===== config.mk =====
export PLATFORM = sky130hd
export DESIGN_NAME = mem_port_arbiter
export DESIGN_NICKNAME = d
export VERILOG_FILES = /design/src/rtl/mem_port_arbiter.sv
export SDC_FILE = /design/constraint.sdc
export NUM_CORES = 1
export LEC_CHECK = 0
export BUFFER_PORTS_ARGS = -buffer_cell sky130_fd_sc_hd__buf_2
export CORE_AREA = 2 2 167 169
export CTS_CLUSTER_SIZE = 14
export DETAILED_ROUTE_END_ITERATION = 10
export DIE_AREA = 0 0 169 171
export SLEW_MARGIN = 5
export SYNTH_ARGS = -nofsm -noshare
export SYNTH_HDL_FRONTEND = slang
export SYNTH_SLANG_ARGS = --single-unit

===== constraint.sdc =====
create_clock -name clk -period 4.5 [get_ports clk]
set_input_delay 0.225 -clock clk [delete_from_list [all_inputs] [get_ports clk]]
set_output_delay 0.225 -clock clk [all_outputs]
set_load 0.05 [all_outputs]

===== src/rtl/mem_port_arbiter.sv =====
// Shares one memory port between fetch and data; data wins unless fetch has waited STARVE_LIM grants.
// Done pulse MEM_LAT+2 cycles after grant (1 cycle if out of range); requests wait while busy or halted.
module mem_port_arbiter #(
    parameter int ADDR_W     = 32,
    parameter int DATA_W     = 64,
    parameter int MEM_BYTES  = 524288,
    parameter int MEM_LAT    = 1,
    parameter int STARVE_LIM = 4
) (
    input  logic              clk,
    input  logic              reset,
    input  logic              halt,
    input  logic              if_req,
    input  logic [ADDR_W-1:0] if_addr,
    output logic              if_done,
    output logic [DATA_W-1:0] if_rdata,
    output logic              if_err,
    input  logic              d_req,
    input  logic              d_we,
    input  logic [ADDR_W-1:0] d_addr,
    input  logic [DATA_W-1:0] d_wdata,
    output logic              d_done,
    output logic [DATA_W-1:0] d_rdata,
    output logic              d_err,
    output logic              mem_en,
    output logic              mem_we,
    output logic [ADDR_W-1:0] mem_addr,
    output logic [DATA_W-1:0] mem_wdata,
    input  logic [DATA_W-1:0] mem_rdata,
    output logic              busy,
    output logic              owner
);

    localparam logic [1:0] S_IDLE  = 2'd0;
    localparam logic [1:0] S_ISSUE = 2'd1;
    localparam logic [1:0] S_WAIT  = 2'd2;
    localparam logic [1:0] S_DONE  = 2'd3;

    localparam int LAT_W = (MEM_LAT < 2) ? 1 : $clog2(MEM_LAT + 1);
    localparam int STV_W = $clog2(STARVE_LIM + 1);
    localparam logic [LAT_W-1:0]  LAT_MAX = LAT_W'(MEM_LAT);
    localparam logic [LAT_W-1:0]  LAT_ONE = LAT_W'(1);
    localparam logic [STV_W-1:0]  STV_MAX = STV_W'(STARVE_LIM);
    localparam logic [STV_W-1:0]  STV_ONE = STV_W'(1);
    localparam logic [ADDR_W:0]   MEM_LIM = (ADDR_W + 1)'(MEM_BYTES);
    localparam logic [ADDR_W:0]   WORD_B  = (ADDR_W + 1)'(8);

    logic [1:0]        state_q, state_d;
    logic [STV_W-1:0]  starve_q, starve_d;
    logic [LAT_W-1:0]  lat_q, lat_d;
    logic              owner_q, owner_d;
    logic              we_q, we_d;
    logic [ADDR_W-1:0] addr_q, addr_d;
    logic [DATA_W-1:0] wdata_q, wdata_d;
    logic [DATA_W-1:0] rdata_q, rdata_d;
    logic              err_q, err_d;

    logic              pick_d;
    logic [ADDR_W-1:0] sel_addr;
    logic              sel_oor;

    // Data wins a tie unless fetch has already been passed over STARVE_LIM times.
    assign pick_d   = d_req && !(if_req && (starve_q >= STV_MAX));
    assign sel_addr = pick_d ? d_addr : if_addr;
    assign sel_oor  = ({1'b0, sel_addr} + WORD_B) > MEM_LIM;

    always_comb begin
        state_d  = state_q;
        starve_d = starve_q;
        lat_d    = lat_q;
        owner_d  = owner_q;
        we_d     = we_q;
        addr_d   = addr_q;
        wdata_d  = wdata_q;
        rdata_d  = rdata_q;
        err_d    = err_q;
        case (state_q)
            S_IDLE: begin
                if (!if_req) starve_d = '0;
                if (!halt && (if_req || d_req)) begin
                    owner_d = pick_d;
                    addr_d  = sel_addr;
                    we_d    = pick_d && d_we;
                    wdata_d = pick_d ? d_wdata : '0;
                    rdata_d = '0;
                    if (!pick_d) starve_d = '0;
                    else if (if_req && (starve_q < STV_MAX)) starve_d = starve_q + STV_ONE;
                    if (sel_oor) begin
                        err_d   = 1'b1;
                        state_d = S_DONE;
                    end else begin
                        err_d   = 1'b0;
                        state_d = S_ISSUE;
                    end
                end
            end
            S_ISSUE: begin
                lat_d   = LAT_ONE;
                state_d = S_WAIT;
            end
            S_WAIT: begin
                if (lat_q == LAT_MAX) begin
                    rdata_d = we_q ? '0 : mem_rdata;
                    state_d = S_DONE;
                end else begin
                    lat_d = lat_q + LAT_ONE;
                end
            end
            default: state_d = S_IDLE;
        endcase
    end

    always_ff @(posedge clk or negedge reset) begin
        if (!reset) begin
            state_q  <= S_IDLE;
            starve_q <= '0;
            lat_q    <= '0;
            owner_q  <= 1'b0;
            we_q     <= 1'b0;
            addr_q   <= '0;
            wdata_q  <= '0;
            rdata_q  <= '0;
            err_q    <= 1'b0;
        end else begin
            state_q  <= state_d;
            starve_q <= starve_d;
            lat_q    <= lat_d;
            owner_q  <= owner_d;
            we_q     <= we_d;
            addr_q   <= addr_d;
            wdata_q  <= wdata_d;
            rdata_q  <= rdata_d;
            err_q    <= err_d;
        end
    end

    assign mem_en    = (state_q == S_ISSUE);
    assign mem_we    = mem_en && we_q;
    assign mem_addr  = mem_en ? addr_q : '0;
    assign mem_wdata = mem_en ? wdata_q : '0;
    assign busy      = (state_q != S_IDLE);
    assign owner     = owner_q;

    assign if_done  = (state_q == S_DONE) && !owner_q;
    assign d_done   = (state_q == S_DONE) && owner_q;
    assign if_rdata = if_done ? rdata_q : '0;
    assign if_err   = if_done && err_q;
    assign d_rdata  = d_done ? rdata_q : '0;
    assign d_err    = d_done && err_q;

endmodule


==> metrics.cfg, run 1 <==
[run_status]
run_status = completed

[global_route]
grt_max_degree = 94
grt_pass1_wl_um = 49500
grt_pass1_vias = 8859
grt-ovfl-total = 0
grt_usage_pct = 21.9
antenna_found_initial = 4

[cts]
ctsResizeCount = 0
htree_levels = 4
cts_buffer_depth = 2
cts_buffers = 17
cts_root_buffer = clkbuf_16
cts.sinks = 169
clkTransAtPathRegs_ns = 0.07
clk_latency_ns = 0.43
cts_tree = done

[worst_setup_path]
critPathLaunchType = flip-flop
cp-startpoint = starve_q[2]$_DFFE_PN0P_
cp_cell_sequence = a21bo_2 -> buf_4 -> mux2i_4 -> o21ai_1 -> o211a_1 -> nor4_1 -> o2111ai_1 -> a211oi_2 -> o21ai_1
r2r_start = starve_q[2]$_DFFE_PN0P_
cp_max_fo = 45
setup.worst_path.end_class = flip-flop
cp.arrival_ns = 3.48
rrSetupSlack_ns = 1.30
cp_slowest_stage_delay_ns = 0.53
required_ns = 4.78
crit_type = reg -> reg
path_common_cell = o21ai_1
slowest_stage = buf_4

[sta]
fin_crit_sh_pct = 71.2
fmax_mhz = 312
slew_headroom_pct = 24.3
tightest_slew_ns = 1.13
drv_slew = 0
setup_viol = 0
grt_setup_unrepaired = false
timing.hold.ws_ns = 0.0192
layout_min_cycle_time_ns = 3.20
hold_viol = 0
finalSetupTns_ns = 0
finClkSkew_ns = 0.0135
setup_ws_ns = 1.30

[run]
drv_cap = 0

[pwr]
p_leak_nw = 6.91
powerDensity_nw_per_um2 = 608
finalPower_mw = 7.86
ir_worst_vdd_mv = 0.274

[yosys]
synthFlopType = dfrtp_1
ys_seq_elements = 169
synth.avg_cell_area_um2 = 9.01
syn_area_um2 = 9540
ys_types = 59
syn_inst = 1058
synth-async-reset-ratio_pct = 100
synth_edf_count = 0
syn_nets = 1262
yosysWarnings = 0
ys_seq_area_share_pct = 44.3

[placed_design]
place_hpwl_um = 24100
gp_congestion = 0.979
dp_slack_ns = 1.33
place_inst = 1759
portBuffers = 429

[drt]
drt-initial-drc-count = 676
routed_wl_um = 33100
vias = 9357
first_pass_iters = 5
vias_per_cell = 5.10
ant_nets = 0
drcViolationCount = 0
routedWlPerCell_um = 18.1

[floorplan]
core-area_um2 = 27300
die_h_um = 171
io-pin-count = 430
row_count = 61
start_util_pct = 34.9
die_w_um = 169
dieArea_um2 = 28900

[finish]
drive_gt1_share_pct = 33.8
area_growth_pct = 35.6
fin_nets = 1675
nFillCells = 2700
multi_input_area_um2 = 4960
layout.cells.non_filler = 1833
regArea_um2 = 4230

[hold_path]
min_path_type = in -> reg
min_from = d_wdata[55]

[cell families (layout without fill, tap and decap cells)]
kind of cell / Yosys count / count (layout) / share of synthesized area, %
flip-flops: 169 / 169 / 44.3
XOR/XNOR: 12 / 12 / 1.10
other: 0 / 3 / 0
AND/OR/NAND/NOR: 520 / 520 / 29.2
buffers and inverters: 91 / 517 / 4.05
adder cells (fa/ha/maj): 6 / 6 / 0.787
AO/OA/AOI/OAI: 214 / 214 / 15.3
multiplexers: 46 / 46 / 5.14
[Yosys cell counts (all sizes together), types with 3 or more instances]
cell type / n / share of area, %
o21ai: 101 / 5.3
nor3: 6 / 0.31
nand2: 184 / 7.2
mux2i: 32 / 3.5
and3: 70 / 4.6
nor4b: 5 / 0.68
xnor2: 10 / 0.92
inv: 7 / 0.28
ha: 6 / 0.79
dfrtp: 169 / 44
o22ai: 4 / 0.26
a22oi: 3 / 0.24
nor3b: 4 / 0.31
or3: 3 / 0.20
nor2: 23 / 0.91
o21a: 3 / 0.24
nand3: 20 / 1.1
a31oi: 4 / 0.26
and2: 164 / 11
nor4: 11 / 1.0
a21oi: 7 / 0.37
nand4: 18 / 1.2
mux2: 14 / 1.7
o211ai: 3 / 0.24
clkbuf: 67 / 2.6
a22o: 71 / 6.5
nor2b: 4 / 0.26
o221ai: 3 / 0.34
buf: 17 / 1.1
[critical path, delay by kind of cell, from the launching register on]
family | cells | cell delay (ns)
mux | 1 | 0.41
flops | 1 | 0.46
buf+inv | 1 | 0.53
simple gates | 1 | 0.31
compound gates | 6 | 1.33
[power breakdown]
| group | switching (mW) | total, mW | internal [mW] |
|---|---|---|---|
| Clock | 0.670 | 1.62 | 0.951 |
| Sequential | 0.448 | 2.65 | 2.20 |
| Combinational | 2.57 | 3.60 | 1.02 |
| Total | 3.69 | 7.86 | 4.17 |
[cell usage in the layout (no fill, tap or decap), types with 4 or more instances in the layout]
cell type,synthesis,final
inv_1,7,7
nor2_1,23,22
xnor2_1,10,10
dlygate4sd3_1,0,39
and3_1,70,70
nor4_1,9,9
a31oi_1,4,4
nand2_1,184,184
nor3_1,6,6
o22ai_1,4,4
ha_1,6,4
nand4_1,18,18
a22o_1,71,71
a21oi_1,7,7
and2_1,164,164
nor3b_1,4,4
mux2i_1,31,31
clkbuf_16,0,17
bufinv_16,0,4
buf_4,3,9
mux2_2,13,13
dfrtp_1,169,169
buf_2,9,428
o21ai_0,98,97
nand3_1,19,19
[timing repair]
item	in CTS	in global routing
hold buffers	37	2
endpoints found under the hold margin	128	2
setup buffers	0	0
endpoints found under the setup margin	0	0
[worst paths after layout]
kind                                      endpoint  depth (start not counted)
hold reg to reg                  lat_q$_DFFE_PN0N_                          1
min in group asynchronous  wdata_q[10]$_DFFE_PN0P_                          2
setup / recovery                 err_q$_DFFE_PN0P_                          9
max in group asynchronous  rdata_q[12]$_DFFE_PN0P_                          3
setup reg to reg                 err_q$_DFFE_PN0P_                          9
hold / removal             wdata_q[55]$_DFFE_PN0P_                          2
[routing by layer]
metal  vias to the layer above  routed length (µm)  global-route usage [%]
li1                       4522                   -                       -
met1                      4383               14100                    28.0
met2                       408               16000                    37.0
met3                        44                2370                    4.81
met4                         0                 655                    6.95
met5                         -                   0                       0
[flip-flops by register name, summed over array words and instances, names as in the netlist]
name,cells
rdata_q,64
wdata_q,64
addr_q,32
starve_q,3
state_q,2
err_q,1
lat_q,1
owner,1
we_q,1
[area by class of cell]
cell class / instances / share of cell area, %
Antenna cell: 3 / 0.0580
Inverter: 7 / 0.203
Tap cell: 346 / 3.35
Clock buffer: 19 / 3.35
Sequential cell: 169 / 32.7
Multi-Input combinational cell: 798 / 38.4
Clock inverter: 13 / 1.63
Timing Repair Buffer: 478 / 20.3
[metrics by stage]
| stage | utilization, % | cell area [µm²] |
|---|---|---|
| 6_report | 47.3 | 12900 |
| 5_1_grt | 47.3 | 12900 |
| 4_1_cts | 47.2 | 12900 |
| 3_5_place_dp | 43.5 | 11900 |
| 3_3_place_gp | 43.5 | 11900 |
| 2_1_floorplan | - | 9540 |
(Power assumes the default switching activity.)
==> inputs of run 2 (changes only) <==
clock period = 3.08 ns   (was 4.5 ns; I/O delays follow)
==> run 2 against run 1 <==
Critical path depth rose by 1. Sequential share of layout area fell by 2.3 points. Die area did not move. Total power rose by 45%. Combinational power rose by 51%. Clock-buffer cell count did not move. Sequential power rose by 47%. Cell count rose by 5.2%. Flip-flop and latch count did not move. Global-route usage rose by 1.0 points. Largest cell class unchanged. Highest routed layer unchanged.
==> metrics.cfg, run 2 (same netlist as run 1, synthesis figures left out) <==
[drt]
drcViolationCount = 0  ; unchanged
vias = 9773  ; +4.4%
drt-initial-drc-count = 650  ; -3.8%
vias_per_cell = 5.07  ; -0.75%
routed_wl_um = 34000  ; +2.7%
routedWlPerCell_um = 17.6  ; -2.5%
ant_nets = 0  ; unchanged
first_pass_iters = 5  ; unchanged

[cts]
cts_buffer_depth = 2  ; unchanged
clk_latency_ns = 0.43  ; about the same
clkTransAtPathRegs_ns = 0.07  ; about the same
cts_tree = done
cts_root_buffer = clkbuf_16
htree_levels = 4  ; unchanged
cts.sinks = 169  ; unchanged
cts_buffers = 17  ; unchanged

[global_route]
busiest_layer = met2
grt_pass1_vias = 9491  ; +7.1%
grt-ovfl-total = 0  ; unchanged
grt_pass1_wl_um = 52300  ; +5.7%
met1_usage_pct = 30.3  ; +2.3 points
met2_usage_pct = 38.2  ; +1.1 points
met3_usage_pct = 4.26  ; -0.56 points
antenna_found_initial = 0  ; -4
grt_usage_pct = 22.9  ; +1.0 points
grt_max_degree = 129  ; +37%

[finish]
nFillCells = 2617  ; -3.1%
layout.cells.non_filler = 1929  ; +5.2%
diodes = 0  ; -3
fin_nets = 1775  ; +6.0%
area_growth_pct = 45.9
design_area_um2 = 13900  ; +7.6%
layout_common_cells = 428 x buf_2, 184 x nand2_1, 168 x dfrtp_1
drive_gt1_share_pct = 32.7  ; -1.1 points
final_common_cell = buf_2
largest_registers = rdata_q (64), wdata_q (64), addr_q (32)

[floorplan]
start_util_pct = 34.9  ; unchanged
io-pin-count = 430  ; unchanged
row_count = 61  ; unchanged
core-area_um2 = 27300  ; unchanged
die_w_um = 169  ; unchanged
dieArea_um2 = 28900  ; unchanged
die_h_um = 171  ; unchanged

[pwr]
finalPower_mw = 11.4  ; +45%
p_leak_nw = 7.34  ; +6.3%
clkPwrFrac_pct = 18.1  ; -2.5 points
p_sw_share_pct = 48.1  ; +1.1 points
combPwrFrac_pct = 47.7  ; +2.0 points
p_switching_mw = 5.47  ; +48%
ir_worst_vdd_mv = 0.411  ; +50%
p_int_mw = 5.91  ; +42%
seqPwrFrac_pct = 34.2  ; +0.5 points
powerDensity_nw_per_um2 = 818  ; +34%

[worst_setup_path]
reg2reg_to = state_q[1]$_DFFE_PN0P_
cp.arrival_ns = 3.17  ; -0.31 ns
rrSetupSlack_ns = 0.21  ; -1.09 ns
cp_max_fo = 24  ; -47%
cp_num_buf_inv = 2  ; +1
r2r_start = starve_q[2]$_DFFE_PN0P_
required_ns = 3.38  ; -1.40 ns
setup.worst_path.end_class = flip-flop
cp_num_cells = 10  ; +1
r2r_cells = 10  ; +1
cp_cell_sequence = a21bo_4 -> buf_12 -> nor4_4 -> buf_4 -> o221ai_2 -> or4_1 -> a32oi_1 -> nand4_1 -> a211oi_2 -> o21ai_1
crit_type = reg -> reg
cp-startpoint = starve_q[2]$_DFFE_PN0P_
crit_end = state_q[1]$_DFFE_PN0P_
critPathLaunchType = flip-flop
slowest_stage = or4_1
cp_slowest_stage_delay_ns = 0.49  ; -0.04 ns
path_delay_family = compound AO/OA/AOI/OAI gates

[sta]
fin_crit_sh_pct = 93.2  ; +22 points
grt_setup_unrepaired = false
layout_min_cycle_time_ns = 2.87  ; -0.333 ns
tightest_slew_ns = 1.07  ; -0.0666 ns
timing.hold.ws_ns = 0.0150  ; -0.00420 ns
setup_viol = 0  ; unchanged
drv_slew = 0  ; unchanged
fmax_mhz = 348  ; +12%
finClkSkew_ns = 0.00868  ; -0.00485 ns
slew_headroom_pct = 28.9  ; +4.6 points
finalSetupTns_ns = 0  ; unchanged
hold_viol = 0  ; unchanged

[placed_design]
place_inst = 1767  ; +0.45%
place_hpwl_um = 24100  ; +0.16%
portBuffers = 429  ; unchanged
gp_congestion = 0.932  ; -4.8%
placed_area_um2 = 12000  ; +1.2%

[run_status]
run_status = completed

[run]
drv_cap = 0  ; unchanged

[hold_path]
min_path_type = in -> reg

==> run 2: cell types whose count changed in the layout (fill, tap and decap cells not counted), moves of 2 or more <==
cell / previous run / this run
or3_4: 1 / 3
clkinv_4: 2 / 4
diode_2: 3 / 0
buf_12: 1 / 6
buf_4: 9 / 14
bufinv_16: 4 / 0
dlygate4sd3_1: 39 / 129
or3_1: 2 / 0
==> run 2: worst min-delay path by stage <==
stage                                          to  depth (start not counted)  slack (ns)     startpoint
after global routing        addr_q[2]$_DFFE_PN0P_                          3        0.04      d_addr[2]
after CTS                 rdata_q[48]$_DFFE_PN0P_                          3    0.000002  mem_rdata[48]
final                     rdata_q[48]$_DFFE_PN0P_                          3        0.02  mem_rdata[48]
after global placement    rdata_q[49]$_DFFE_PN0P_                          1        0.19          reset
after floorplan             addr_q[0]$_DFFE_PN0P_                          0       -0.14          reset
after detailed placement  rdata_q[51]$_DFFE_PN0P_                          1        0.19          reset
==> run 2: stage by stage <==
step                util, %  worst slack, ns
floorplan                 -          -0.0382
global placement       44.1            0.267
detailed placement     44.1            0.198
CTS                    50.8            0.176
global route           50.9           0.0174
finish                 50.9            0.210
==> run 2: cell type report <==
class	count	area, µm²	share of cell area, %
clock buffers	19	443	3.18
repair buffers	578	3670	26.4
flip-flops and latches	169	4230	30.4
inverters	7	26.3	0.189
well taps	346	433	3.11
multi-input cells	798	5010	36.0
clock inverters	12	110	0.791
==> run 2: power by group through the flow <==
stage | clock network [mW] | registers (mW) | logic (mW)
after floorplan | 0 | 3.64 | 4.05
after global placement | 0 | 3.86 | 5.29
after detailed placement | 0 | 3.91 | 5.35
after CTS | 2.12 | 3.88 | 5.50
after global routing | 2.22 | 4.03 | 5.93
final | 2.06 | 3.89 | 5.43
==> run 2: timing repair <==
action,in CTS,in global routing
hold endpoints to repair,184,0
resized for setup,0,4
buffers inserted,0,2
hold buffers,129,0
setup endpoints to repair,0,2
==> run 2: worst min-delay path, delay by kind of cell <==
kind / cells / cell delay [ns]
compound gates: 1 / 0.07
buf+inv: 1 / 0.12
simple gates: 1 / 0.05
==> run 2: metal layers <==
metal  up-vias  part of all wire, %
li1       4710                    -
met1      4625                   43
met2       388                   49
met3        50                  6.1
met4         0                  2.3
met5         -                    0
==> inputs of run 3 (changes only) <==
GPL_TIMING_DRIVEN = 0   (was default)
RECOVER_POWER = 100   (was default)
==> run 3 against run 2 <==
The flow now finishes with violations (max-capacitance violations, max-slew violations, negative setup slack). Cell count rose by 4.1%. Core utilization rose by 0.61 points. Register-to-register slack got worse by 0.21 ns. Clock power rose by 7%. Clock skew rose by 0.012 ns. Sequential share of layout area fell by 0.36 points. Critical path depth rose by 1. Clock-buffer cell count fell by 2. Critical path type unchanged. Largest cell class unchanged. Highest routed layer unchanged.
==> metrics.cfg, run 3 (same netlist as run 1, synthesis figures left out) <==
[run_status]
run_status = finished, violations left
violations = max-capacitance violations, max-slew violations, negative setup slack

[global_route]
grt_max_degree = 87  ; -33%
grt_pass1_vias = 10000  ; +5.7%
grt_usage_pct = 25.5  ; +2.6 points
antenna_found_initial = 0  ; unchanged
grt_pass1_wl_um = 57100  ; +9.2%
grt-ovfl-total = 0  ; unchanged

[cts]
cts_buffer_depth = 2  ; unchanged
htree_levels = 4  ; unchanged
cts.sinks = 169  ; unchanged
cts_root_buffer = clkbuf_16
cts_buffers = 17  ; unchanged
clk_latency_ns = 0.43  ; about the same
clkTransAtPathRegs_ns = 0.08  ; about the same
cts_tree = done

[worst_setup_path]
crit_type = reg -> reg
critPathLaunchType = flip-flop
setup.worst_path.end_class = flip-flop
cp_max_fo = 18  ; -25%
cp.arrival_ns = 3.39  ; +0.22 ns
required_ns = 3.39  ; about the same

[finish]
area_growth_pct = 47.7
diodes = 0  ; unchanged
layout.cells.non_filler = 2008  ; +4.1%
multi_input_area_um2 = 5040  ; +0.60%
largest_registers = rdata_q (64), wdata_q (64), addr_q (32)
layout_common_cells = 230 x clkbuf_1, 199 x buf_2, 180 x nand2_1
nFillCells = 2717  ; +3.8%
drive_gt1_share_pct = 22.2  ; -10 points
regArea_um2 = 4230  ; unchanged
fin_nets = 1853  ; +4.4%
final_common_cell = clkbuf_1

[pwr]
p_int_mw = 5.93  ; +0.39%
finalPower_mw = 11.8  ; +3.8%
clkPwrFrac_pct = 18.6  ; +0.5 points
seqPwrFrac_pct = 32.7  ; -1.5 points
p_leak_nw = 6.74  ; -8.2%
p_switching_mw = 5.88  ; +7.4%
p_sw_share_pct = 49.8  ; +1.7 points
ir_worst_vdd_mv = 0.356  ; -13%
powerDensity_nw_per_um2 = 838  ; +2.5%
combPwrFrac_pct = 48.6  ; +0.9 points

[drt]
drt-initial-drc-count = 727  ; +12%
vias = 10300  ; +5.3%
routedWlPerCell_um = 19.2  ; +8.7%
routed_wl_um = 38500  ; +13%
first_pass_iters = 7  ; +2
ant_nets = 0  ; unchanged
vias_per_cell = 5.13  ; +1.2%
drcViolationCount = 0  ; unchanged

[sta]
tightest_slew_ns = 2.22  ; +1.15 ns
setup_ws_ns = -0.000975  ; -0.211 ns
hold_viol = 0  ; unchanged
drv_slew = 87  ; +87
layout_min_cycle_time_ns = 3.08  ; +0.211 ns
fmax_mhz = 325  ; -6.9%
finalSetupTns_ns = -0.000975  ; -0.000975 ns
timing.hold.ws_ns = 0.0798  ; +0.0648 ns
fin_crit_sh_pct = 100  ; +6.9 points
setup_viol = 1  ; +1
slew_headroom_pct = -47.8  ; -77 points
finClkSkew_ns = 0.0207  ; +0.0120 ns
grt_setup_unrepaired = true

[floorplan]
dieArea_um2 = 28900  ; unchanged
io-pin-count = 430  ; unchanged
start_util_pct = 34.9  ; unchanged
row_count = 61  ; unchanged
die_h_um = 171  ; unchanged
die_w_um = 169  ; unchanged
core-area_um2 = 27300  ; unchanged

[hold_path]
min_path_type = in -> reg

[placed_design]
place_hpwl_um = 29000  ; +20%
dp_slack_ns = -0.915  ; -1.11 ns
place_inst = 1834  ; +3.8%
portBuffers = 429  ; unchanged
gp_congestion = 0.945  ; +1.4%

[run]
drv_cap = 1  ; +1

run 3: final cells by class:
type,count,area share [%]
Sequential cell,169,30.0
Multi-Input combinational cell,798,35.8
Clock buffer,17,3.02
Inverter,7,0.187
Timing Repair Buffer,577,24.1
Buffer,79,2.64
Clock inverter,15,1.23
Tap cell,346,3.07
run 3: worst max-delay path, cell delays in order (launching register included):
cell and delay, ns:
dfrtp_2 0.41, a21bo_4 0.16, buf_12 0.10, buf_4 0.31, mux2i_4 0.39, o21ai_1 0.25, o211a_1 0.30, nor4_2 0.33
o2111ai_2 0.21, a211oi_2 0.26, buf_4 0.16, o21ai_1 0.06
run 3: through the flow:
stage | area [µm²] | util [%]
floorplan | 9590 | -
global placement | 12200 | 44.5
detailed placement | 12200 | 44.7
CTS | 14300 | 52.2
global route | 14100 | 51.6
finish | 14100 | 51.6
run 3: layer usage:
| metal | GRT usage, % | vias to the layer above | share of wire (%) |
|---|---|---|---|
| met2 | 44.8 | 416 | 50 |
| met5 | 0 | - | 0 |
| met4 | 6.65 | 0 | 1.9 |
| li1 | - | 4874 | - |
| met3 | 3.68 | 51 | 5.1 |
| met1 | 33.2 | 4954 | 43 |
run 3: path summary, 6_finish.rpt:
path	from	endpoint	slack, ns	cells after the start
worst max-delay path	starve_q[2]$_DFFE_PN0P_	state_q[1]$_DFFE_PN0P_	-0.001	11
worst min-delay path	if_req	starve_q[1]$_DFFE_PN0P_	0.08	2
worst max register to register	starve_q[2]$_DFFE_PN0P_	state_q[1]$_DFFE_PN0P_	-0.001	11
worst min register to register	lat_q$_DFFE_PN0N_	lat_q$_DFFE_PN0N_	0.47	1
max in group asynchronous	reset	addr_q[3]$_DFFE_PN0P_	0.47	3
min in group asynchronous	reset	rdata_q[49]$_DFFE_PN0P_	0.89	2
run 3: what timing repair did:
action                                 4_1_cts  5_1_grt
hold buffers                               130        0
setup endpoints to repair                    2        8
pin swaps                                   11       11
endpoints found under the hold margin      214        0
setup buffers                               13        4
gates resized for setup                     25        8
run 3: power groups by stage:
stage	combinational, mW	sequential [mW]	clock, mW
CTS	5.86	3.85	2.25
floorplan	4.05	3.64	0
finish	5.74	3.87	2.20
detailed placement	5.66	3.89	0
global placement	5.60	3.85	0
global route	6.23	3.99	2.35
